===== src/rtl/div_iter_pkg.sv =====
// Shared definitions for the iterative divider: state encoding, default width
// and the divide-class ALU operation codes.
package div_iter_pkg;

    localparam int DIV_WIDTH = 32;

    typedef enum logic [1:0] {
        IDLE = 2'd0,
        DIVZ = 2'd1,
        ON   = 2'd2,
        END  = 2'd3
    } div_state_e;

    typedef enum logic [0:0] {
        ALU_DIVU = 1'b0,
        ALU_DIV  = 1'b1
    } div_op_e;

endpackage


===== src/rtl/div_iter_step.sv =====
// One restoring shift-subtract step: shift in the next dividend bit, try to
// subtract the divisor, keep the difference only when it did not borrow.
module div_iter_step
    import div_iter_pkg::*;
#(
    parameter int WIDTH = DIV_WIDTH
) (
    input  logic [WIDTH-1:0] part_rem,
    input  logic             next_bit,
    input  logic [WIDTH-1:0] divisor,
    output logic [WIDTH-1:0] rem_next,
    output logic             q_bit
);

    logic [WIDTH:0] shifted_s;
    logic [WIDTH:0] diff_s;

    // trial subtraction; bit WIDTH of the difference is the borrow
    always_comb begin
        shifted_s = {part_rem, next_bit};
        diff_s    = shifted_s - {1'b0, divisor};
        if (diff_s[WIDTH]) begin
            rem_next = shifted_s[WIDTH-1:0];
            q_bit    = 1'b0;
        end else begin
            rem_next = diff_s[WIDTH-1:0];
            q_bit    = 1'b1;
        end
    end

endmodule


===== src/rtl/div_iter.sv =====
// Iterative signed/unsigned divider: one quotient bit per cycle on operand
// magnitudes, sign fix-up applied as the result is captured on entry to END.
module div_iter
    import div_iter_pkg::*;
#(
    parameter int WIDTH = DIV_WIDTH
) (
    input  logic               clk,
    input  logic               rst,
    input  logic               signed_div_i,
    input  logic [WIDTH-1:0]   a,
    input  logic [WIDTH-1:0]   b,
    input  logic               start_i,
    input  logic               annul_i,
    output logic [2*WIDTH-1:0] result_o,
    output logic               ready_o
);

    localparam int CW = $clog2(WIDTH);
    localparam logic [CW-1:0] LAST = CW'(WIDTH - 1);

    div_state_e         state_r;
    logic [CW-1:0]      cnt_r;
    logic [WIDTH-1:0]   rem_r;
    logic [WIDTH-1:0]   quo_r;
    logic [WIDTH-1:0]   dvs_r;
    logic               neg_q_r;
    logic               neg_r_r;
    logic               ready_r;
    logic [2*WIDTH-1:0] result_r;

    logic               a_neg_s;
    logic               b_neg_s;
    logic [WIDTH-1:0]   a_mag_s;
    logic [WIDTH-1:0]   b_mag_s;
    logic [WIDTH-1:0]   rem_next_s;
    logic               qbit_s;
    logic [WIDTH-1:0]   quo_next_s;
    logic [WIDTH-1:0]   q_fix_s;
    logic [WIDTH-1:0]   r_fix_s;

    div_iter_step #(.WIDTH(WIDTH)) u_step (
        .part_rem (rem_r),
        .next_bit (quo_r[WIDTH-1]),
        .divisor  (dvs_r),
        .rem_next (rem_next_s),
        .q_bit    (qbit_s)
    );

    // operand magnitudes; the most negative value maps onto 2^(WIDTH-1) unsigned
    always_comb begin
        a_neg_s = signed_div_i & a[WIDTH-1];
        b_neg_s = signed_div_i & b[WIDTH-1];
        if (a_neg_s) begin
            a_mag_s = WIDTH'(0) - a;
        end else begin
            a_mag_s = a;
        end
        if (b_neg_s) begin
            b_mag_s = WIDTH'(0) - b;
        end else begin
            b_mag_s = b;
        end
    end

    // final-step quotient and truncating-division sign fix-up
    always_comb begin
        quo_next_s = {quo_r[WIDTH-2:0], qbit_s};
        if (neg_q_r) begin
            q_fix_s = WIDTH'(0) - quo_next_s;
        end else begin
            q_fix_s = quo_next_s;
        end
        if (neg_r_r) begin
            r_fix_s = WIDTH'(0) - rem_next_s;
        end else begin
            r_fix_s = rem_next_s;
        end
    end

    // control FSM, iteration datapath and registered outputs
    always_ff @(posedge clk or negedge rst) begin
        if (!rst) begin
            state_r  <= IDLE;
            cnt_r    <= CW'(0);
            rem_r    <= WIDTH'(0);
            quo_r    <= WIDTH'(0);
            dvs_r    <= WIDTH'(0);
            neg_q_r  <= 1'b0;
            neg_r_r  <= 1'b0;
            ready_r  <= 1'b0;
            result_r <= (2*WIDTH)'(0);
        end else begin
            ready_r <= 1'b0;
            case (state_r)
                IDLE: begin
                    if (start_i && !annul_i) begin
                        quo_r   <= a_mag_s;
                        dvs_r   <= b_mag_s;
                        rem_r   <= WIDTH'(0);
                        cnt_r   <= CW'(0);
                        neg_q_r <= a_neg_s ^ b_neg_s;
                        neg_r_r <= a_neg_s;
                        state_r <= (b == WIDTH'(0)) ? DIVZ : ON;
                    end else begin
                        state_r <= IDLE;
                    end
                end
                DIVZ: begin
                    if (annul_i) begin
                        state_r <= IDLE;
                    end else begin
                        state_r  <= END;
                        result_r <= (2*WIDTH)'(0);
                        ready_r  <= 1'b1;
                    end
                end
                ON: begin
                    if (annul_i) begin
                        state_r <= IDLE;
                    end else begin
                        rem_r <= rem_next_s;
                        quo_r <= quo_next_s;
                        cnt_r <= cnt_r + CW'(1);
                        if (cnt_r == LAST) begin
                            state_r  <= END;
                            result_r <= {r_fix_s, q_fix_s};
                            ready_r  <= 1'b1;
                        end else begin
                            state_r <= ON;
                        end
                    end
                end
                END: begin
                    state_r <= IDLE;
                end
                default: begin
                    state_r <= IDLE;
                end
            endcase
        end
    end

    assign result_o = result_r;
    assign ready_o  = ready_r;

endmodule


===== config.mk =====
export PLATFORM = sky130hd
export DESIGN_NAME = div_iter
export DESIGN_NICKNAME = d
export VERILOG_FILES = /design/src/rtl/div_iter_pkg.sv /design/src/rtl/div_iter_step.sv /design/src/rtl/div_iter.sv
export SDC_FILE = /design/constraint.sdc
export NUM_CORES = 1
export LEC_CHECK = 0
export ABC_AREA = 1
export CAP_MARGIN = 5
export CELL_PAD_IN_SITES_DETAIL_PLACEMENT = 0
export CELL_PAD_IN_SITES_GLOBAL_PLACEMENT = 1
export CORE_ASPECT_RATIO = 1.2
export CORE_MARGIN = 2
export CORE_UTILIZATION = 37
export DETAILED_ROUTE_END_ITERATION = 12
export GPL_TIMING_DRIVEN = 0
export MAX_ROUTING_LAYER = met4
export PLACE_DENSITY_LB_ADDON = 0.08
export REMOVE_ABC_BUFFERS = 1
export SYNTH_ARGS = -nofsm -noshare
export SYNTH_HDL_FRONTEND = slang
export SYNTH_HIERARCHICAL = 1
export SYNTH_SLANG_ARGS = --single-unit

===== constraint.sdc =====
create_clock -name clk -period 6.3 [get_ports clk]
set_input_delay 0.945 -clock clk [delete_from_list [all_inputs] [get_ports clk]]
set_output_delay 0.945 -clock clk [all_outputs]
set_load 0.1 [all_outputs]

==> flow_summary.yaml, run 1 <==
sta:
  clock_skew_ns: 0.0130
  period_minus_slack_ns: 4.68
  setup-tns-final_ns: 0
  maxSlewViolCount: 0
  hold_viol_final: 0
  hold_ws_ns: 0.426
  rsz0062_at_grt: "false"
  fmax_ghz: 0.214
  setup_slack_ns: 1.62
  worst_slew_pin_slew_ns: 1.08
  finalSetupViolCount: 0
  slew_headroom_pct: 28.0
  fin_crit_sh_pct: 74.3
critical_path:
  arrival_ns: 5.03
  cp-start-kind: "flop"
  cp_max_fo: 46
  cp-end-kind: "flop"
  required_ns: 6.65
  criticalPathCategory: "reg -> reg"
pwr:
  peakVddDrop_mv: 0.168
  p_seq_share_pct: 27.3
  p_per_area_mw_per_mm2: 316
  netSwitchingPower_mw: 2.36
  leakagePower_nw: 8.16
  pwr-share-comb_pct: 49.8
  switching_share_pct: 47.4
  p_total_mw: 4.98
  intPower_mw: 2.62
  clkPwrFrac_pct: 22.8
drt:
  route.detailed.drc: 0
  post_drt_wl_per_cell_um: 16.5
  antenna_left: 0
  dr.pass1.iters: 5
  via_per_inst: 4.98
  drt-total-wl_mm: 45.4
  first_iter_violations: 771
  dr_total_vias: 13700
die:
  initial_utilization_pct: 37.4
  die-area_mm2: 0.0378
  ios: 134
  coreArea_mm2: 0.0358
  fp.dieH_um: 213
  die_w_um: 178
  std_cell_rows: 76
placement:
  dp_slack_ns: 1.59
  portBuffers: 133
  dpl_cell_area_mm2: 0.0151
  gp_congestion: 0.898
  dp_cells: 2707
  dp_hpwl_mm: 36.1
clock_network:
  cts_setup_buffers: 0
  cts_root_buf: "clkbuf_16"
  clk_pin_slew_ns: 0.07
  cts_buffer_depth: 2
  h-tree-depth: 4
  cts_hold_buf: 0
  cts_resized: 0
  cts_buffers: 17
  cts_tree: "built"
  cts_sinks: 170
  clk_latency_ns: 0.45
grt:
  groute.usage.overall_pct: 25.6
  grt_pass1_wl_mm: 72.0
  grt_pass1_vias: 13400
  grt.overflow.total: 0
  grt_max_degree: 93
  antenna_found_initial: 14
synthesis:
  synthTopCellsByArea: "dfrtp_1 32%, nand2_1 22%, inv_1 8.2%, nand3_1 6.5%, o21ai_0 5.9%"
  synth.most_common_cell: "nand2_1"
  synth-seq-cells: 170
  synth_area_leader_cell: "dfrtp_1"
  ys.flop_type: "dfrtp_1"
  synth_cells: 2163
  synth_edf_count: 0
  yosysWarnings: 6
  synth_top_area_share_pct: 31.7
  syn-cell-area_mm2: 0.0134
  yosysUniqueCellTypes: 45
  yosysSeqAreaShare_pct: 31.7
  syn_avg_cell_area_um2: 6.20
  synth_common_cells: "788 x nand2_1, 292 x inv_1, 190 x nor2_1"
  synthArstFlopShare_pct: 100
finish:
  finish.utilization_pct: 44.0
  fill_cells: 3867
  nNetsFinal: 2370
  drive_gt1_share_pct: 3.65
  area_delta_synth_final_pct: 17.7
  fin_cells: 2753
  final_area_mm2: 0.0158
flow_run:
  drv_cap: 0
outcome:
  status: "complete, no violations"
min_path:
  min_path_type: "in -> async"
-- logic make-up (layout without fill, tap and decap cells) --
| group | count (synthesis) | count (layout) | synth area share [%] |
|---|---|---|---|
| AOI/OAI and AO/OA | 300 | 300 | 12.2 |
| xor gates and xnor gates | 31 | 31 | 2.02 |
| adders and majority gates | 43 | 43 | 4.07 |
| buffers and inverters | 360 | 468 | 10.8 |
| DFF | 170 | 170 | 31.7 |
| other | 0 | 14 | 0 |
| and+or+nand+nor | 1259 | 1259 | 39.2 |
-- routing by layer --
layer / track usage (%) / part of all wire (%) / vias to the layer above
met5: - / 0 / -
met4: 10.3 / 3.6 / 0
met3: 4.72 / 4.0 / 73
met2: 44.3 / 50 / 257
met1: 29.0 / 43 / 6310
li1: - / - / 7081
-- cell type report --
| cell class | instances | area (um2) | share of cell area (%) |
|---|---|---|---|
| Timing Repair Buffer | 138 | 1450 | 9.20 |
| Inverter | 298 | 1120 | 7.10 |
| Antenna cell | 14 | 35.0 | 0.222 |
| Tap cell | 468 | 586 | 3.71 |
| Clock inverter | 14 | 183 | 1.16 |
| Clock buffer | 18 | 439 | 2.78 |
| Sequential cell | 170 | 4250 | 27.0 |
| Multi-Input combinational cell | 1633 | 7710 | 48.9 |
-- worst max-delay path: stages, from the launching register on --
cell	delay [ns]
dfrtp_1	0.39
inv_1	0.10
ha_2	0.80
inv_2	0.51
nor2_2	0.61
nand2_1	0.81
clkinv_2	0.92
o21ai_0	0.18
o21ai_0	0.24
-- final timing paths --
check	start	endpoint	slack, ns	depth (start not counted)
worst max-delay path	state_r[0]	result_o[52]	1.62	8
worst min-delay path	rst	result_o[3]	0.43	1
worst max register to register	state_r[0]	result_o[52]	1.62	8
min in group clk	dvs_r[26]	dvs_r[26]	0.48	2
max in group asynchronous	rst	rem_r[21]	4.95	2
worst min register to register	dvs_r[26]	dvs_r[26]	0.48	2
-- power by group through the flow --
stage	sequential (mW)	combinational (mW)	clock [mW]
after global placement	1.38	2.46	0
after global routing	1.38	2.82	1.21
final	1.36	2.48	1.14
after floorplan	1.34	1.76	0
after detailed placement	1.38	2.47	0
after CTS	1.36	2.49	1.17
-- registers in the layout, indices dropped and copies added (netlist names) --
signal	flops
dvs_r	32
neg_q_r	1
quo_r	32
state_r	2
cnt_r	5
neg_r_r	1
ready_o	1
result_o	64
rem_r	32
-- cell usage in the layout (no fill, tap or decap), types with 7 or more instances in the layout --
cell             synthesis  final
a21oi_1                 94     94
a32o_1                  10     10
clkbuf_16                0     17
clkdlybuf4s50_1          0    132
dfrtp_1                170    170
diode_2                  0     14
ha_1                    42     41
inv_1                  292    291
nand2_1                788    788
nand2_2                  9      9
nand3_1                174    174
nand4_1                 36     36
nor2_1                 190    190
nor3_1                  25     25
o21ai_0                158    158
o21ai_1                 13     13
o21bai_1                 7      7
xor2_1                  27     27
(Power assumes the default switching activity.)
==> inputs of run 2 (changes only) <==
clock period = 4.4 ns   (was 6.3 ns; I/O delays follow)
==> run 2 against run 1 <==
Routed wire length grew 0.85%. Combinational power grew 46%. Hold slack lost 0.28 ns. Clock power grew 43%. Register-to-register slack lost 1.4 ns. Global-route usage is essentially flat. Setup slack lost 1.4 ns. Non-clock buffer count is the same. Cell count is essentially flat. Highest routed layer unchanged. Critical path depth grew 16. Sequential cell count is the same.
==> flow_summary.yaml, run 2 (synthesized netlist as in run 1, its figures left out) <==
critical_path:
  cp_common_cell: "nand2_1"
  criticalPathCategory: "reg -> reg"
  crit_cells: 24
  cp_max_fo: 32
  cp-start-kind: "flop"
  r2r_cells: 24
  slowest_delay_ns: 0.46
  crit_path_top_delay_cell: "dfrtp_2"
  required_ns: 4.73
  critical_path_buf_inv_count: 3
  arrival_ns: 4.51
  cpLargestDelayFamily: "simple AND/OR/NAND/NOR gates"
  cp-end-kind: "flop"
  path_cells: "inv_1 -> ha_1 -> fa_1 -> inv_1 -> nand2_1 -> nand2_1 -> nand3_1 -> nand2_2 -> nand2_1 -> nand2_2 -> nand2_2 -> nand3_2 -> nand2_8 -> nand2_1 -> nand2_1 -> inv_2 -> ha_1 -> nand3_2 -> nand2_2 -> nand4_1 -> nor2_2 -> nand3_1 -> nand3_1 -> nand2_1"
placement:
  portBuffers: 133
  gp_congestion: 0.898
  dp_hpwl_mm: 36.1
  dp_cells: 2707
clock_network:
  h-tree-depth: 4
  cts_tree: "built"
  cts_buffers: 17
  cts_sinks: 170
  cts_root_buf: "clkbuf_16"
  cts_hold_buf: 0
  clk_pin_slew_ns: 0.07
  clk_latency_ns: 0.45
  cts_buffer_depth: 2
drt:
  drt-total-wl_mm: 45.8
  post_drt_wl_per_cell_um: 16.6
  dr_total_vias: 13700
  dr.pass1.iters: 7
  route.detailed.drc: 0
  first_iter_violations: 803
  via_per_inst: 4.99
  antenna_left: 0
die:
  die-area_mm2: 0.0378
  fp.dieH_um: 213
  std_cell_rows: 76
  die_w_um: 178
  coreArea_mm2: 0.0358
  initial_utilization_pct: 37.4
  ios: 134
sta:
  rsz0062_at_grt: "false"
  fin_crit_sh_pct: 94.9
  worst_slew_pin_slew_ns: 1.09
  hold_viol_final: 0
  maxSlewViolCount: 0
  clock_skew_ns: 0.0118
  fmax_ghz: 0.239
  slew_headroom_pct: 27.5
  finalSetupViolCount: 0
  period_minus_slack_ns: 4.18
outcome:
  status: "complete, no violations"
finish:
  drive_gt1_share_pct: 4.05
  final_cell_mix: "786 x nand2_1, 290 x inv_1, 189 x nor2_1, 171 x nand3_1, 169 x dfrtp_1"
  fill_cells: 3868
  finish.utilization_pct: 44.2
  nNetsFinal: 2371
  multi_input_area_mm2: 0.00778
  final_common_cell: "nand2_1"
  area_delta_synth_final_pct: 18.2
  largest_reg_flops: 64
  regArea_mm2: 0.00426
  fin_cells: 2754
grt:
  groute.usage.overall_pct: 25.6
  antenna_found_initial: 14
  grt_max_degree: 93
  grt.overflow.total: 0
  grt_pass1_wl_mm: 72.1
  grt_pass1_vias: 13400
pwr:
  peakVddDrop_mv: 0.242
  p_per_area_mw_per_mm2: 454
  leakagePower_nw: 8.18
min_path:
  min_path_type: "in -> async"
flow_run:
  drv_cap: 0
## run 2: changes by cell type in the layout (fill, tap and decap cells not counted), sizes merged
| cell | change |
|---|---|
| nand2 | +1 |
## run 2: final timing paths
path                           endpoint       from  slack, ns
max in group asynchronous     rem_r[21]        rst       3.33
min in group clk              quo_r[21]  quo_r[21]       0.48
max                        result_o[62]  quo_r[31]       0.22
min reg2reg                   quo_r[21]  quo_r[21]       0.48
max reg2reg                result_o[62]  quo_r[31]       0.22
min                         result_o[3]        rst       0.14
## run 2: power by group
part / switching [mW] / total (mW) / internal [mW]
clock network: 0.705 / 1.63 / 0.923
logic: 2.52 / 3.62 / 1.10
registers: 0.203 / 1.95 / 1.75
## run 2: per-stage QoR
step	power [mW]	cell area, um2	setup slack [ns]	TNS, ns	hold slack (ns)
2_1_floorplan	4.44	13100	0.571	0	0.364
3_3_place_gp	5.50	15000	-4.88	-974.71	0.463
3_5_place_dp	5.52	15100	-0.307	-9.60	0.465
4_1_cts	7.18	15800	-0.0137	-0.0137	0.179
5_1_grt	7.82	15900	0.00516	0	0.196
6_report	7.20	15900	0.224	0	0.145
## run 2: timing repair
| item | in CTS | in global routing |
|---|---|---|
| endpoints found under the setup margin | 54 | 38 |
| buffers inserted | 0 | 0 |
| resized for setup | 4 | 10 |
| cloned | 0 | 1 |
| pin swaps | 0 | 4 |
## run 2: area by class of cell
cell class,count,area share (%)
clock buffers,18,2.77
repair buffers,138,9.15
well taps,468,3.69
inverters,298,7.09
multi-input cells,1634,49.1
clock inverters,14,1.15
diodes,14,0.221
flip-flops and latches,170,26.8
## run 2: worst reg2reg max path, delay by kind of cell (launching register included)
kind,cells,cell delay (ns)
flops,1,0.46
fa+ha+maj,3,0.93
simple gates,18,2.32
buf+inv,3,0.34
## run 2: routing by layer
metal	vias to the layer above	wire [um]	track usage, %	part of all wire, %
met5	-	0	-	0
met4	0	1690	10.3	3.7
met3	76	1860	4.72	4.1
met2	240	22600	44.3	49
met1	6339	19600	29.1	43
li1	7089	-	-	-
==> inputs of run 3 (changes only) <==
CTS_CLUSTER_DIAMETER = 80   (was default)
DONT_BUFFER_PORTS = 1   (was default)
HOLD_SLACK_MARGIN = 0.06   (was default)
==> run 3 against run 2 <==
Power decreased by 2.6%. Utilization decreased by 4.0 points. The run now ends with hold timing left. Clock skew increased by 0.0048 ns. Combinational power decreased by 3%. Count of clock-buffer cells in the layout unchanged. Hold slack got worse by 0.24 ns. Sequential power about the same. Clock power decreased by 5%. Largest power group unchanged.
==> flow_summary.yaml, run 3 (synthesized netlist as in run 1, its figures left out) <==
outcome:
  status: "complete, but fails checks"
  violations: "hold timing"
critical_path:
  rr_startpoint: "quo_r[31]"
  required_ns: 4.73
  cp-end-kind: "flop"
  startpoint: "quo_r[31]"
  ff2ff_setup_slack_ns: 0.30
  cp_max_fo: 32
  arrival_ns: 4.44
  criticalPathCategory: "reg -> reg"
  cp-start-kind: "flop"
clock_network:
  clk_pin_slew_ns: 0.07
  h-tree-depth: 4
  cts_buffers: 17
  cts_buffer_depth: 2
  clk_latency_ns: 0.45
  cts_root_buf: "clkbuf_16"
  cts_sinks: 170
  cts_setup_buffers: 0
  cts_tree: "built"
die:
  ios: 134
  fp.dieH_um: 213
  std_cell_rows: 76
  die-area_mm2: 0.0378
  initial_utilization_pct: 37.4
  die_w_um: 178
  coreArea_mm2: 0.0358
sta:
  clock_skew_ns: 0.0166
  fin_crit_sh_pct: 93.3
  slew_headroom_pct: 32.8
  hold_ws_ns: -0.0915
  rsz0062_at_grt: "false"
  finalSetupViolCount: 0
  setup_slack_ns: 0.295
  hold_viol_final: 170
  maxSlewViolCount: 0
  fmax_ghz: 0.244
  worst_slew_pin_slew_ns: 1.01
  period_minus_slack_ns: 4.10
finish:
  multi_input_area_mm2: 0.00778
  final_common_cell: "nand2_1"
  nNetsFinal: 2237
  antennaDiodeCount: 0
  final_area_mm2: 0.0144
  fill_cells: 3945
  largest_reg_flops: 64
  final_cell_mix: "786 x nand2_1, 289 x inv_1, 189 x nor2_1, 172 x nand3_1, 169 x dfrtp_1"
  drive_gt1_share_pct: 4.21
  area_delta_synth_final_pct: 7.63
  regArea_mm2: 0.00426
pwr:
  leakagePower_nw: 7.67
  p_total_mw: 7.01
  peakVddDrop_mv: 0.199
  p_per_area_mw_per_mm2: 486
flow_run:
  drv_cap: 0
drt:
  first_iter_violations: 712
  m1WireLength_mm: 18.5
  route.detailed.drc: 0
  drt-total-wl_mm: 44.9
  dr_total_vias: 13200
  antenna_left: 0
  dr_wl_met3_mm: 2.42
  post_drt_wl_per_cell_um: 17.2
  dr.pass1.iters: 5
  routed.top_layer: "met4"
  via_per_inst: 5.08
  wl_met2_mm: 22.6
placement:
  portBuffers: 0
  dp_slack_ns: -0.280
  dp_hpwl_mm: 35.2
  gp_congestion: 0.923
  dpl_cell_area_mm2: 0.0138
grt:
  antenna_found_initial: 0
  grt.overflow.total: 0
  grt_pass1_wl_mm: 71.4
  groute.usage.overall_pct: 25.2
  grt_max_degree: 171
  grt_pass1_vias: 13200
min_path:
  min_path_type: "in -> async"
## run 3: cell types whose count changed in the layout (fill, tap and decap cells not counted), sizes merged
cell           delta
clkinvlp          -1
clkdlybuf4s50   -132
inv               +1
clkinv            +2
bufinv            -2
diode            -14
buf               -2
## run 3: per-stage QoR
step                utilization [%]  setup TNS (ns)  hold WS (ns)  std cells
floorplan                         -               0         0.364       2101
global placement               38.1         -141.08         0.368       2569
detailed placement             38.4           -9.13         0.368       2573
CTS                            40.1               0        -0.123       2605
global route                   40.3               0        -0.121       2606
finish                         40.3               0       -0.0915       2606
## run 3: area by class of cell
type                       count  share of cell area, %
timing repair buffer           4                  0.659
clock inverter                14                   1.09
multi-input combinational   1634                   53.9
sequential                   170                   29.5
clock buffer                  18                   3.04
tap                          468                   4.06
inverter                     298                   7.78
## run 3: final timing paths
path / to / depth (start not counted)
min in group clk: neg_q_r / 1
setup / recovery: result_o[62] / 24
hold / removal: quo_r[1] / 0
hold reg to reg: dvs_r[21] / 2
max in group asynchronous: quo_r[30] / 0
setup reg to reg: result_o[62] / 24
## run 3: power breakdown
part | leakage [nW] | internal, mW | total (mW) | switching, mW
registers | 2.25 | 1.75 | 1.95 | 0.202
logic | 5.13 | 1.04 | 3.51 | 2.47
clock network | 0.291 | 0.823 | 1.55 | 0.724
total | 7.67 | 3.62 | 7.01 | 3.40
## run 3: critical path: stages, from the launching register on
cell	delay (ns)
dfrtp_2	0.44
inv_1	0.06
ha_1	0.27
fa_1	0.43
inv_1	0.13
nand2_1	0.06
nand2_1	0.07
nand3_1	0.09
nand2_2	0.14
nand2_1	0.08
nand2_2	0.10
nand2_2	0.12
nand3_2	0.14
nand2_8	0.16
nand2_1	0.11
nand2_1	0.11
inv_2	0.14
ha_1	0.21
nand3_1	0.15
nand2_2	0.17
nand4_1	0.27
nor2_2	0.25
nand3_1	0.09
nand3_1	0.10
nand2_1	0.07
## run 3: repair_timing
action / in CTS / in global routing
hold endpoints to repair: 170 / 170
cloned: 0 / 1
setup endpoints to repair: 54 / 44
pin swaps: 1 / 4
gates resized for setup: 6 / 8
## run 3: routing by layer
layer | vias to the layer above | GRT usage, %
li1 | 6806 | -
met1 | 6093 | 28.0
met2 | 257 | 44.1
met3 | 74 | 5.78
met4 | 0 | 9.24
met5 | - | -
